File: config.mk
export PLATFORM = sky130hd
export DESIGN_NAME = alu
export DESIGN_NICKNAME = d
export VERILOG_FILES = /design/src/rtl/alu.sv
export SDC_FILE = /design/constraint.sdc
export NUM_CORES = 1
export LEC_CHECK = 0
export ABC_AREA = 1
export ABC_CLOCK_PERIOD_IN_PS = 6800
export CORE_MARGIN = 2
export CORE_UTILIZATION = 23
export DETAILED_ROUTE_END_ITERATION = 10
export GPL_TIMING_DRIVEN = 0
export SETUP_SLACK_MARGIN = 0.2
export SYNTH_ARGS = -nofsm -noshare
export SYNTH_HDL_FRONTEND = slang
export SYNTH_SLANG_ARGS = --single-unit
File: constraint.sdc
create_clock -name clock -period 6.8 [get_ports clock]
set_clock_uncertainty 0.05 [all_clocks]
set_input_delay 2.04 -clock clock [delete_from_list [all_inputs] [get_ports clock]]
set_output_delay 2.04 -clock clock [all_outputs]
set_load 0.05 [all_outputs]
File: src/rtl/alu.sv
// Two-operand ALU (ADD/SUB/OR/AND) with a combinational result.
// Zero/negative/carry/overflow flags are captured into registers on every clock edge.
module alu #(
    parameter int WIDTH = 32
) (
    input  logic             clock,
    input  logic             reset_n,
    input  logic [1:0]       func,
    input  logic [WIDTH-1:0] a,
    input  logic [WIDTH-1:0] b,
    output logic [WIDTH-1:0] result,
    output logic             flag_z,
    output logic             flag_n,
    output logic             flag_c,
    output logic             flag_v
);

    typedef enum logic [1:0] {
        FUNC_ADD = 2'd0,
        FUNC_SUB = 2'd1,
        FUNC_OR  = 2'd2,
        FUNC_AND = 2'd3
    } func_e;

    logic             is_sub;
    logic [WIDTH-1:0] b_op;
    logic [WIDTH:0]   sum_ext;
    logic             arith_v;

    logic             z_d, n_d, c_d, v_d;
    logic             z_q, n_q, c_q, v_q;

    // SUB is done as a + ~b + 1, so one adder serves both arithmetic codes.
    // Its carry-out is then the "no borrow" indication.
    assign is_sub  = (func == FUNC_SUB);
    assign b_op    = is_sub ? ~b : b;
    assign sum_ext = {1'b0, a} + {1'b0, b_op} + {{WIDTH{1'b0}}, is_sub};

    // Overflow: the two adder inputs have the same sign, but the sum's sign differs.
    // With b inverted for SUB, this also covers the subtract case.
    assign arith_v = (a[WIDTH-1] == b_op[WIDTH-1]) &&
                     (sum_ext[WIDTH-1] != a[WIDTH-1]);

    always_comb begin
        result = '0;
        c_d    = 1'b0;
        v_d    = 1'b0;
        case (func_e'(func))
            FUNC_ADD, FUNC_SUB: begin
                result = sum_ext[WIDTH-1:0];
                c_d    = sum_ext[WIDTH];
                v_d    = arith_v;
            end
            FUNC_OR:  result = a | b;
            FUNC_AND: result = a & b;
            default:  result = '0;
        endcase
        z_d = (result == '0);
        n_d = result[WIDTH-1];
    end

    always_ff @(posedge clock or negedge reset_n) begin
        if (!reset_n) begin
            z_q <= 1'b0;
            n_q <= 1'b0;
            c_q <= 1'b0;
            v_q <= 1'b0;
        end else begin
            z_q <= z_d;
            n_q <= n_d;
            c_q <= c_d;
            v_q <= v_d;
        end
    end

    assign flag_z = z_q;
    assign flag_n = n_q;
    assign flag_c = c_q;
    assign flag_v = v_q;

endmodule

; ---- Word-level counts from Yosys, hierarchy flattened
; Cells that the tools add are included.
[op_classes]
add_sub_neg = 2
n_eq_ne = 5
n_mux = 4
bitwise_logic = 3
n_reduce_logical = 4
[ops]
columns = operator, n
row1 = $pmux 32 s3, 1
row2 = $add 32x32->33, 1
row3 = $add 33x1->33, 1
row4 = $and 32x32->32, 1
row5 = $logic_not 32->1, 1
row6 = $mux 32, 1
row7 = $not 32->32, 1
row8 = $or 32x32->32, 1
row9 = $eq 2x2->1 const B, 2
row10 = $eq 2x1->1 const B, 1
row11 = $logic_not 2->1, 1
row12 = $mux 1, 2
row13 = $reduce_or 2->1, 1
row14 = $eq 1x1->1, 1
row15 = $logic_and 1x1->1, 1
row16 = $ne 1x1->1, 1
[word_totals]
regBits = 4
in_bits = 68
out_inout_bits = 36
elab_cells = 22

; ---- Longest topological paths before layout
; Gate-level depths: netlist of run 1.
[depth]
word_depth = 7
depth_mapped = 24
mapped_depth_nobuf = 23

; ---- Least setup slack after synthesis of run 1
; No wires, ideal clock.
[synth_path]
kind = input to output
start = in func[1]
end = out result[11]
arrival_time_ns = 4.950
required_time_ns = 4.710
path_slack_ns = -0.240
path_stages = 15
n_path_buf = 2
cell_sequence = buf_6 -> inv_4 -> nand2_4 -> clkbuf_1 -> xnor2_1 -> ha_1 -> nand2_2 -> inv_2 -> a21oi_4 -> nor2_1 -> nor2_1 -> nand2_1 -> nand2_1 -> nand2_1 -> o21ai_0
[synth_via]
elab_chain_cells = 5
elab_cells_between_ends = 9
classes_between = add/sub: 2 / eq/ne: 3 / mux: 2 / reduce/logical: 2
[synth_lines]
columns = item, line_no
row1 = from (decl), 8  ; input logic [1:0] func,
row2 = $eq 2x1->1, "35, 48"
row3 = $mux 32, 36  ; assign b_op = is_sub ? ~b : b;
row4 = $add 32x32->33, 37  ; assign sum_ext = {1'b0, a} + {1'b0, b_op} + {{WIDTH{1'b0}}, is_sub};
row5 = $add 33x1->33, 37
row6 = $pmux 32 s3 *, 48  ; case (func_e'(func))
row7 = to (decl), 11  ; output logic [WIDTH-1:0] result,
; Mark *: on every way between the ends. The rest lies on a longest branch, timed or not.

; ---- Worst setup path in the final report of run 1
[layout_path]
start = in func[1]
end = out result[28]
; Same word-level chain as after synthesis.

==> results by group, run 1 <==
Drt
  • DRC viols: 0
  • First drt pass iteration count: 5
  • Drt wl/cell: ~14 µm
  • Post-route ant nets: 0
  • Via count: 4889
  • DRT iter0 DRCs: 305
  • Vias per cell: 4.608
  • DRT Wirelength: approximately 15 mm

Synth
  • Ys flop type: dfrtp_1
  • Post-synth EDFFs: 0
  • Per-instance average area after synthesis: roughly 5.2 µm²
  • Post-synth ARST share: 100.0%
  • Register area share after synthesis: ~2.7%
  • Netlist cell types: 36
  • Number of synthesized register bits: 4
  • Synthesized area: 0.003725 mm²
  • Net Count, Synth: roughly 830
  • Synth Instances: 722
  • Syn. warnings: 0

Critical path
  • Crit Path Max Fanout: 7
  • Critical Path RT: about 4.7 ns
  • CP Cell Sequence: buf_6 > inv_8 > nand2_8 > buf_4 > xor2_2 > buf_4 > fa_1 > inv_2 > nand3_2 > nand2_2 > nand2_2 > nand3_2 > nand2_1 > nand3_1 > nand2_1 > o21a_1 > inv_1 > buf_6
  • Critical path type: in2out
  • Data arrival, critical path: 4.41 ns
  • CP Capture Type: output port
  • Max stage delay cell, worst path: fa_1
  • Cell family with the largest share of critical-path delay: buffers and inverters
  • CP max stage delay: 0.40 ns
  • Buf/Inv on CP: 7
  • CP Launch Type: primary input

Floorplan
  • IO Pins: 104
  • Initial Utilization: a little under a quarter
  • Die width: 131.3 µm
  • Num rows: 46
  • Core ar.: 0.01589 mm²
  • Vert. Die Dim: between 100 and 150 µm
  • Full die area: 0.01723 mm²

Cells and area
  • Commonest non-fill, non-tap cells in the layout: 191 x nand2_1, 104 x nor2_1, 100 x inv_1
  • Ratio of cells with drive above 1 in the final layout: between 10% and 20%
  • Multi-input gate area: 0.003359 mm²
  • Final nets: around 950
  • Layout fillers: 1842
  • Sequential cell area: 100.1 µm²
  • # diodes: 0
  • Commonest non-fill, non-tap cell in the layout: nand2_1
  • Area Growth Syn to Fin: 46.99%

STA
  • RSZ-0062 raised after global routing: yes
  • WHS: 1.958 ns
  • Setup TNS: 0 ns
  • Period utilization: 95.58%
  • Final setup fails: 0
  • Fin. Hold Viols: 0
  • Max Clk Rate: 0.1539 GHz
  • Tightest Pin Transition: 0.6927 ns
  • Slew Viols, Final: 0
  • Fin crit period: about 6.5 ns
  • Max transition margin: a little over half

GRT
  • Total GRT Usage: around 16%
  • Largest net degree at the start of global routing: 11
  • Global route overflow: 0
  • First-pass GRT wire length: about 23 mm
  • Vias in the first global route: 4622
  • Initial antenna violation count: 0

Clocking
  • CTS H-tree depth: 1
  • CTS root buf: clkbuf_16
  • Clock slew at reported path FFs: approximately 0.030 ns
  • Clock Path Buffers: 2
  • CTS Sinks: 4
  • Num CTS Buffers: 3
  • CTS tree: built

Placement
  • Port Buffers: roughly 100
  • HPWL after DPL: 12.34 mm
  • RePlAce Congestion: 0.9340

Worst hold path
  • Hold WC Path Type: in2async

Pwr
  • Pleak: 2.774 nW
  • Maximum VDD drop: 0.1049 mV
  • Power Density: 153.1 mW/mm²

Flow run
  • MaxCap Viol Count: 0

Status
  • Status: finished clean
## logic make-up after synthesis
kind of cell,after synthesis,share of synthesized area (%)
simple gates,434,50.45
buf+inv,123,12.83
flops,4,2.687
fa+ha+maj,36,12.29
xor+xnor,31,7.289
compound gates,94,14.44
## worst max-delay path by stage
| stage | start | to | slack, ns | depth (start not counted) |
|---|---|---|---|---|
| after floorplan | func[1] | result[11] | 0.16 | 15 |
| after global placement | func[0] | result[27] | -1.27 | 15 |
| after detailed placement | func[0] | result[31] | -1.31 | 14 |
| after CTS | b[1] | result[31] | 0.17 | 17 |
| after global routing | func[1] | result[27] | 0.13 | 16 |
| final | func[1] | result[28] | 0.30 | 18 |
## sequential cells by signal (all words and copies together), names as in the netlist
signal	flops
flag_c	1
flag_n	1
flag_v	1
flag_z	1
## per-stage QoR
step           total power [mW]  util (%)  cell area, µm²  setup slack, ns  cells
3_5_place_dp             0.6958     31.58            5016           -1.309   1040
2_1_floorplan            0.4770         -            3725           0.1568    722
3_3_place_gp             0.6951     31.58            5016           -1.266   1040
6_report                 0.8381     34.47            5475           0.3002   1061
4_1_cts                  0.7862     32.25            5122           0.1697   1044
5_1_grt                  0.9055     34.47            5475           0.1323   1061
## report_power, final
group	internal (mW)	switching (mW)	total [mW]
logic	0.252	0.466	0.718
registers	0.0263	0.000496	0.0268
clock network	0.0752	0.0177	0.0929
total	0.354	0.484	0.838
## layer usage
metal	vias to the layer above	track usage, %	wire length, µm
met2	130	26.64	6469
met5	-	0	0
li1	2587	-	-
met3	3	2.353	883
met1	2169	23.85	7455
met4	0	1.027	36
## cells in the mapped netlist (all sizes together), types with 8 or more instances
master | count | area, µm²
nand2 | 214 | 843.3
nor3 | 9 | 50.05
xnor2 | 29 | 254.0
nand4 | 14 | 87.58
inv | 111 | 419.2
buf | 8 | 43.79
ha | 35 | 437.9
nand3 | 65 | 345.3
nor2 | 122 | 483.0
o21ai | 23 | 118.9
a21oi | 35 | 186.4
a31oi | 29 | 181.4
## repair_timing
action                     4_1_cts  5_1_grt
gates cloned                     0        1
buffers inserted                 1       16
pin swaps                        1       20
gates resized for setup        138       91
hold buffers                     0        0
setup endpoints to repair       31       29
## cell type report
class | count | area share, %
sequential | 4 | 1.828
inverter | 111 | 7.747
clock buffer | 3 | 1.371
tap | 216 | 4.936
timing repair buffer | 120 | 20.89
multi-input combinational | 595 | 61.36
buffer | 12 | 1.874
Note: power is estimated with default switching activity, not from simulation.
==> run 2, diff against run 1 <==
==> constraint.sdc (replaced) <==
create_clock -name clock -period 6.8 [get_ports clock]
set_clock_uncertainty 0.05 [all_clocks]
set_input_delay 2.04 -clock clock [delete_from_list [all_inputs] [get_ports clock]]
set_output_delay 2.04 -clock clock [all_outputs]
set_load 0.01 [all_outputs]
==> run 2 against run 1 <==
Critical path depth increased by 1. Die area unchanged. Sequential share of layout area decreased by 0.13 points. Combinational power decreased by 6.5%. Setup slack got worse by 0.080 ns. Design area increased by 7.9%. Maximum frequency decreased by 1.2%. Sequential power about the same.
==> results by group, run 2 (synthesis results as in run 1) <==
STA
  • RSZ-0062 raised after global routing: yes
  • Fin worst setup slack: 0.2199 ns
  • Fin. Hold Viols: 0
  • Slew Viols, Final: 0
  • Fin crit period: around 6.6 ns
  • Final setup fails: 0
  • Period utilization: 96.77%
  • WHS: 1.967 ns
  • Tightest Pin Transition: 0.7146 ns
  • Max transition margin: 52.36%
  • Max Clk Rate: 0.1520 GHz

Clocking
  • CTS H-tree depth: 1
  • CTS Sinks: 4
  • Num CTS Buffers: 3
  • Clock slew at reported path FFs: 0.03 ns
  • Post-CTS Hold Fix Bufs: 0
  • CTS root buf: clkbuf_16
  • Clock Path Buffers: 2
  • CTS tree: built

Pwr
  • Logic pwr share: 85.2%
  • Net switching fraction of the power: 50.37%
  • Sw power: between 0.3 and 0.4 mW
  • Part of the power in the clock network: 11.4%
  • Power Density: between 100 and 150 mW/mm²
  • Seq pwr share: 3.4%
  • Maximum VDD drop: 0.1043 mV
  • Internal Power: about 0.39 mW
  • Pleak: between 2 and 3 nW

Placement
  • RePlAce Congestion: 0.9421
  • Post-DP Area: 0.005016 mm²
  • Dpl cells: 1040
  • HPWL after DPL: 12.20 mm
  • Port Buffers: 102
  • Pre-CTS setup slack: -1.082 ns

Status
  • Status: finished clean

GRT
  • First-pass GRT wire length: roughly 24 mm
  • Total GRT Usage: 16.51%
  • Largest net degree at the start of global routing: 11
  • Global route overflow: 0
  • Initial antenna violation count: 0
  • Vias in the first global route: 4630

Drt
  • First drt pass iteration count: 5
  • Via count: 5064
  • DRC viols: 0
  • Vias per cell: roughly 4.7
  • DRT Wirelength: 15.26 mm
  • DRT iter0 DRCs: 266
  • Post-route ant nets: 0
  • Drt wl/cell: 14.06 µm

Cells and area
  • Final nets: about 980
  • Multi-input gate area: 0.003571 mm²
  • Post-route design area: approximately 0.0059 mm²
  • # diodes: 0
  • Commonest non-fill, non-tap cell in the layout: nand2_1
  • Layout fillers: roughly 1800
  • Final core utilization: between 30% and 40%
  • Non-Filler Instances: between 1000 and 1500
  • Commonest non-fill, non-tap cells in the layout: 173 x nand2_1, 97 x inv_1, 96 x nor2_1
  • Area Growth Syn to Fin: 58.55%
  • Ratio of cells with drive above 1 in the final layout: 22.21%
  • Sequential cell area: 100.1 µm²

Floorplan
  • Full die area: 0.01723 mm²
  • Initial Utilization: about a quarter
  • IO Pins: about 100
  • Die width: 131.3 µm
  • Num rows: 46
  • Vert. Die Dim: 131.3 µm
  • Core ar.: between 0.015 and 0.02 mm²

Critical path
  • Critical path type: in2out
  • Crit Path Max Fanout: 7
  • Critical Path RT: 4.71 ns
  • Data arrival, critical path: 4.49 ns
  • CP Launch Type: primary input
  • CP Capture Type: output port

Worst hold path
  • Hold WC Path Type: in2async

Flow run
  • MaxCap Viol Count: 0
-- run 2: cell types whose count changed in the layout (fill, tap and decap cells not counted), moves of 6 or more --
cell,before,now
a21oi_2,10,16
buf_4,22,40
nor2_1,104,96
dlygate4sd2_1,5,13
nand2_2,20,34
nand2_1,191,173
-- run 2: power by group through the flow --
| stage | Clock (mW) | Sequential, mW | Combinational, mW |
|---|---|---|---|
| after floorplan | 0 | 0.0286 | 0.341 |
| after global placement | 0 | 0.0271 | 0.559 |
| after detailed placement | 0 | 0.0271 | 0.558 |
| after CTS | 0.0916 | 0.0268 | 0.602 |
| after global routing | 0.0926 | 0.0271 | 0.738 |
| final | 0.0896 | 0.0268 | 0.671 |
-- run 2: timing repair --
action	in CTS	in global routing
setup buffers	23	18
endpoints found under the hold margin	0	0
cloned	0	1
endpoints found under the setup margin	30	26
pin swaps	27	44
gates resized for setup	88	94
-- run 2: metrics by stage --
stage,TNS (ns),power (mW)
CTS,-0.003125,0.7201
global placement,-24.01,0.5863
floorplan,0,0.3693
finish,0,0.7875
detailed placement,-24.34,0.5853
global route,0,0.8575
-- run 2: worst max-delay path, stage by stage --
cell             delay (ns)
buf_6                  0.14
inv_8                  0.08
nand2_8                0.08
clkbuf_16              0.18
xnor2_2                0.13
ha_1                   0.31
buf_4                  0.12
nand2_2                0.06
inv_1                  0.13
nand2_4                0.09
nor3_1                 0.17
nand2_2                0.09
nand2_2                0.11
buf_4                  0.11
nand3b_1               0.09
nand3_1                0.10
nand3_1                0.08
nand2_1                0.11
clkdlybuf4s15_2        0.22
-- run 2: layout make-up --
type                    count  area share (%)
multi-input cells         595           60.47
repair buffers            144           22.73
inverters                 111           7.182
well taps                 216           4.576
plain buffers              12           2.076
flip-flops and latches      4           1.695
clock buffers               3           1.271
-- run 2: worst paths after layout --
path                          from         end  slack [ns]  cells after the start
worst max-delay path       func[1]  result[30]        0.22                     19
worst min-delay path       reset_n      flag_z        1.97                      1
max in group asynchronous  reset_n      flag_c        4.57                      1
min in group clock         func[1]      flag_c        2.05                      2
-- run 2: metal layers --
| layer | wire length [µm] | global-route usage (%) | vias up |
|---|---|---|---|
| met3 | 1076 | 2.199 | 12 |
| met4 | 192 | 2.234 | 0 |
| met2 | 6589 | 26.40 | 185 |
| met5 | 0 | 0 | - |
| met1 | 7398 | 24.10 | 2241 |
| li1 | - | - | 2626 |
==> run 3, diff against run 2 <==
--- a/config.mk
+++ b/config.mk
@@ -8,10 +8,12 @@
 export ABC_AREA = 1
 export ABC_CLOCK_PERIOD_IN_PS = 6800
 export CORE_MARGIN = 2
-export CORE_UTILIZATION = 23
+export CORE_UTILIZATION = 44
 export DETAILED_ROUTE_END_ITERATION = 10
 export GPL_TIMING_DRIVEN = 0
+export PLACE_DENSITY = 0.71
 export SETUP_SLACK_MARGIN = 0.2
 export SYNTH_ARGS = -nofsm -noshare
 export SYNTH_HDL_FRONTEND = slang
 export SYNTH_SLANG_ARGS = --single-unit
+export TNS_END_PERCENT = 1
==> run 3 against run 2 <==
Design area down 11%. Critical path depth down 5. Count of clock-buffer cells in the layout unchanged. Largest cell class unchanged. Wire length down 6.1%. Global-route usage up 14 points. Via count up 3.5%. Critical endpoint is now result[17]. Maximum frequency down 3.0%.
==> results by group, run 3 (synthesis results as in run 1) <==
Status
  • Status: finished clean

Cells and area
  • Post-route design area: 0.005276 mm²
  • Non-Filler Instances: ~960
  • Layout fillers: 822
  • Ratio of cells with drive above 1 in the final layout: ~13%
  • Commonest non-fill, non-tap cells in the layout: 192 x nand2_1, 106 x nor2_1, 99 x inv_1
  • Area Growth Syn to Fin: 41.65%
  • Final nets: 956
  • Commonest non-fill, non-tap cell in the layout: nand2_1
  • # diodes: 0

Floorplan
  • IO Pins: 104
  • Initial Utilization: 45.33%
  • Full die area: 0.009218 mm²
  • Num rows: 33
  • Core ar.: approximately 0.0082 mm²
  • Vert. Die Dim: 96.01 µm
  • Die width: 96.01 µm

Drt
  • Vias per cell: approximately 5.5
  • Top routing layer used: met4
  • First drt pass iteration count: 5
  • DRT iter0 DRCs: 341
  • Via count: 5241
  • Drt wl/cell: between 15 and 20 µm
  • Metal3 WL: 1.006 mm
  • Met1 wire length: 6.470 mm
  • DRT Wirelength: 14.33 mm
  • Post-route ant nets: 0
  • DRC viols: 0
  • Met2 Wirelength: 6.382 mm

Flow run
  • MaxCap Viol Count: 0

Critical path
  • Crit Path Max Fanout: 10
  • Data arrival, critical path: between 4 and 5 ns
  • Critical path type: in2out
  • Critical Path RT: 4.71 ns
  • CP Launch Type: primary input
  • CP Capture Type: output port

GRT
  • First-pass GRT wire length: about 22 mm
  • Global route overflow: 0
  • Initial antenna violation count: 0
  • Largest net degree at the start of global routing: 11
  • Total GRT Usage: 30.77%
  • Vias in the first global route: around 4800

STA
  • Final setup fails: 0
  • Setup TNS: 0 ns
  • Tightest Pin Transition: a little under 0.7 ns
  • Fin crit period: approximately 6.8 ns
  • Period utilization: 99.76%
  • Max Clk Rate: 0.1474 GHz
  • Fin. Hold Viols: 0
  • Max transition margin: 55.04%
  • WHS: 1.978 ns
  • Slew Viols, Final: 0
  • RSZ-0062 raised after global routing: yes

Worst hold path
  • Hold WC Path Type: in2async

Placement
  • RePlAce Congestion: 0.9873
  • Dpl cells: 929
  • Port Buffers: a little over 100
  • Post-DP Area: 0.004877 mm²
  • HPWL after DPL: 11.73 mm

Clocking
  • Clock Path Buffers: 2
  • CTS Sinks: 4
  • Num CTS Buffers: 3
  • Post-CTS Hold Fix Bufs: 0
  • Clock slew at reported path FFs: 0.03 ns
  • CTS tree: built
  • CTS root buf: clkbuf_8
  • CTS H-tree depth: 1

Pwr
  • Power Density: 130.7 mW/mm²
  • Pleak: roughly 2.8 nW
  • Tot Pwr: 0.6898 mW
  • Maximum VDD drop: 0.06074 mV
-- run 3: changes by cell type in the layout (fill, tap and decap cells not counted), moves of 5 or more --
cell	delta
a21oi_1	+8
a21oi_2	-8
buf_4	-17
clkbuf_16	-6
clkdlybuf4s50_1	+16
dlygate4sd2_1	-5
ha_1	+8
nand2_1	+19
nand2_2	-14
nor2_1	+10
nor2_2	-8
o21ai_0	+8
o21ai_1	-6
-- run 3: worst max-delay path, stage by stage --
cell and delay (ns):
clkdlybuf4s15_2 0.25, nand2_4 0.12, buf_12 0.18, xnor2_1 0.13, ha_1 0.34, a21oi_1 0.26
o21ai_0 0.16, nor2_1 0.20, buf_4 0.15, nand3_1 0.07, nand2_1 0.06, nand3_1 0.08
nand2_1 0.12, clkdlybuf4s50_1 0.54
-- run 3: final timing paths --
kind / startpoint / endpoint / slack (ns) / cells after the start
max in group asynchronous: reset_n / flag_v / 4.55 / 1
hold / removal: reset_n / flag_c / 1.98 / 1
min in group clock: func[1] / flag_c / 2.00 / 2
setup / recovery: func[0] / result[17] / 0.02 / 14
-- run 3: routing by layer --
metal / vias up / GRT usage (%)
li1: 2591 / -
met1: 2415 / 42.54
met2: 201 / 49.02
met3: 34 / 3.289
met4: 0 / 11.31
met5: - / 0
-- run 3: per-stage QoR --
step                      utilization (%)  setup slack [ns]
after floorplan                         -            0.5415
after CTS                           62.43          -0.04936
after global routing                64.22           -0.1299
final                               64.22           0.01660
after detailed placement            59.36            -1.109
after global placement              59.36            -1.057
-- run 3: timing repair --
item / CTS / global route
pin swaps: 15 / 17
buffers inserted: 15 / 8
resized for setup: 48 / 27
endpoints found under the setup margin: 30 / 26
-- run 3: power breakdown --
| part | leakage (nW) | switching (mW) | internal (mW) | total, mW |
|---|---|---|---|---|
| registers | 0.0525 | 0.000656 | 0.0263 | 0.0270 |
| clock network | 0.0216 | 0.0133 | 0.0378 | 0.0511 |
| logic | 2.68 | 0.354 | 0.258 | 0.612 |
| total | 2.76 | 0.367 | 0.322 | 0.690 |
-- run 3: layout make-up --
| cell class | count | area (µm²) | share of cell area [%] |
|---|---|---|---|
| Multi-Input combinational cell | 595 | 3274 | 62.06 |
| Sequential cell | 4 | 100.1 | 1.897 |
| Tap cell | 105 | 131.4 | 2.490 |
| Clock buffer | 3 | 41.29 | 0.7825 |
| Inverter | 111 | 419.2 | 7.944 |
| Buffer | 12 | 107.6 | 2.039 |
| Timing Repair Buffer | 125 | 1202 | 22.79 |
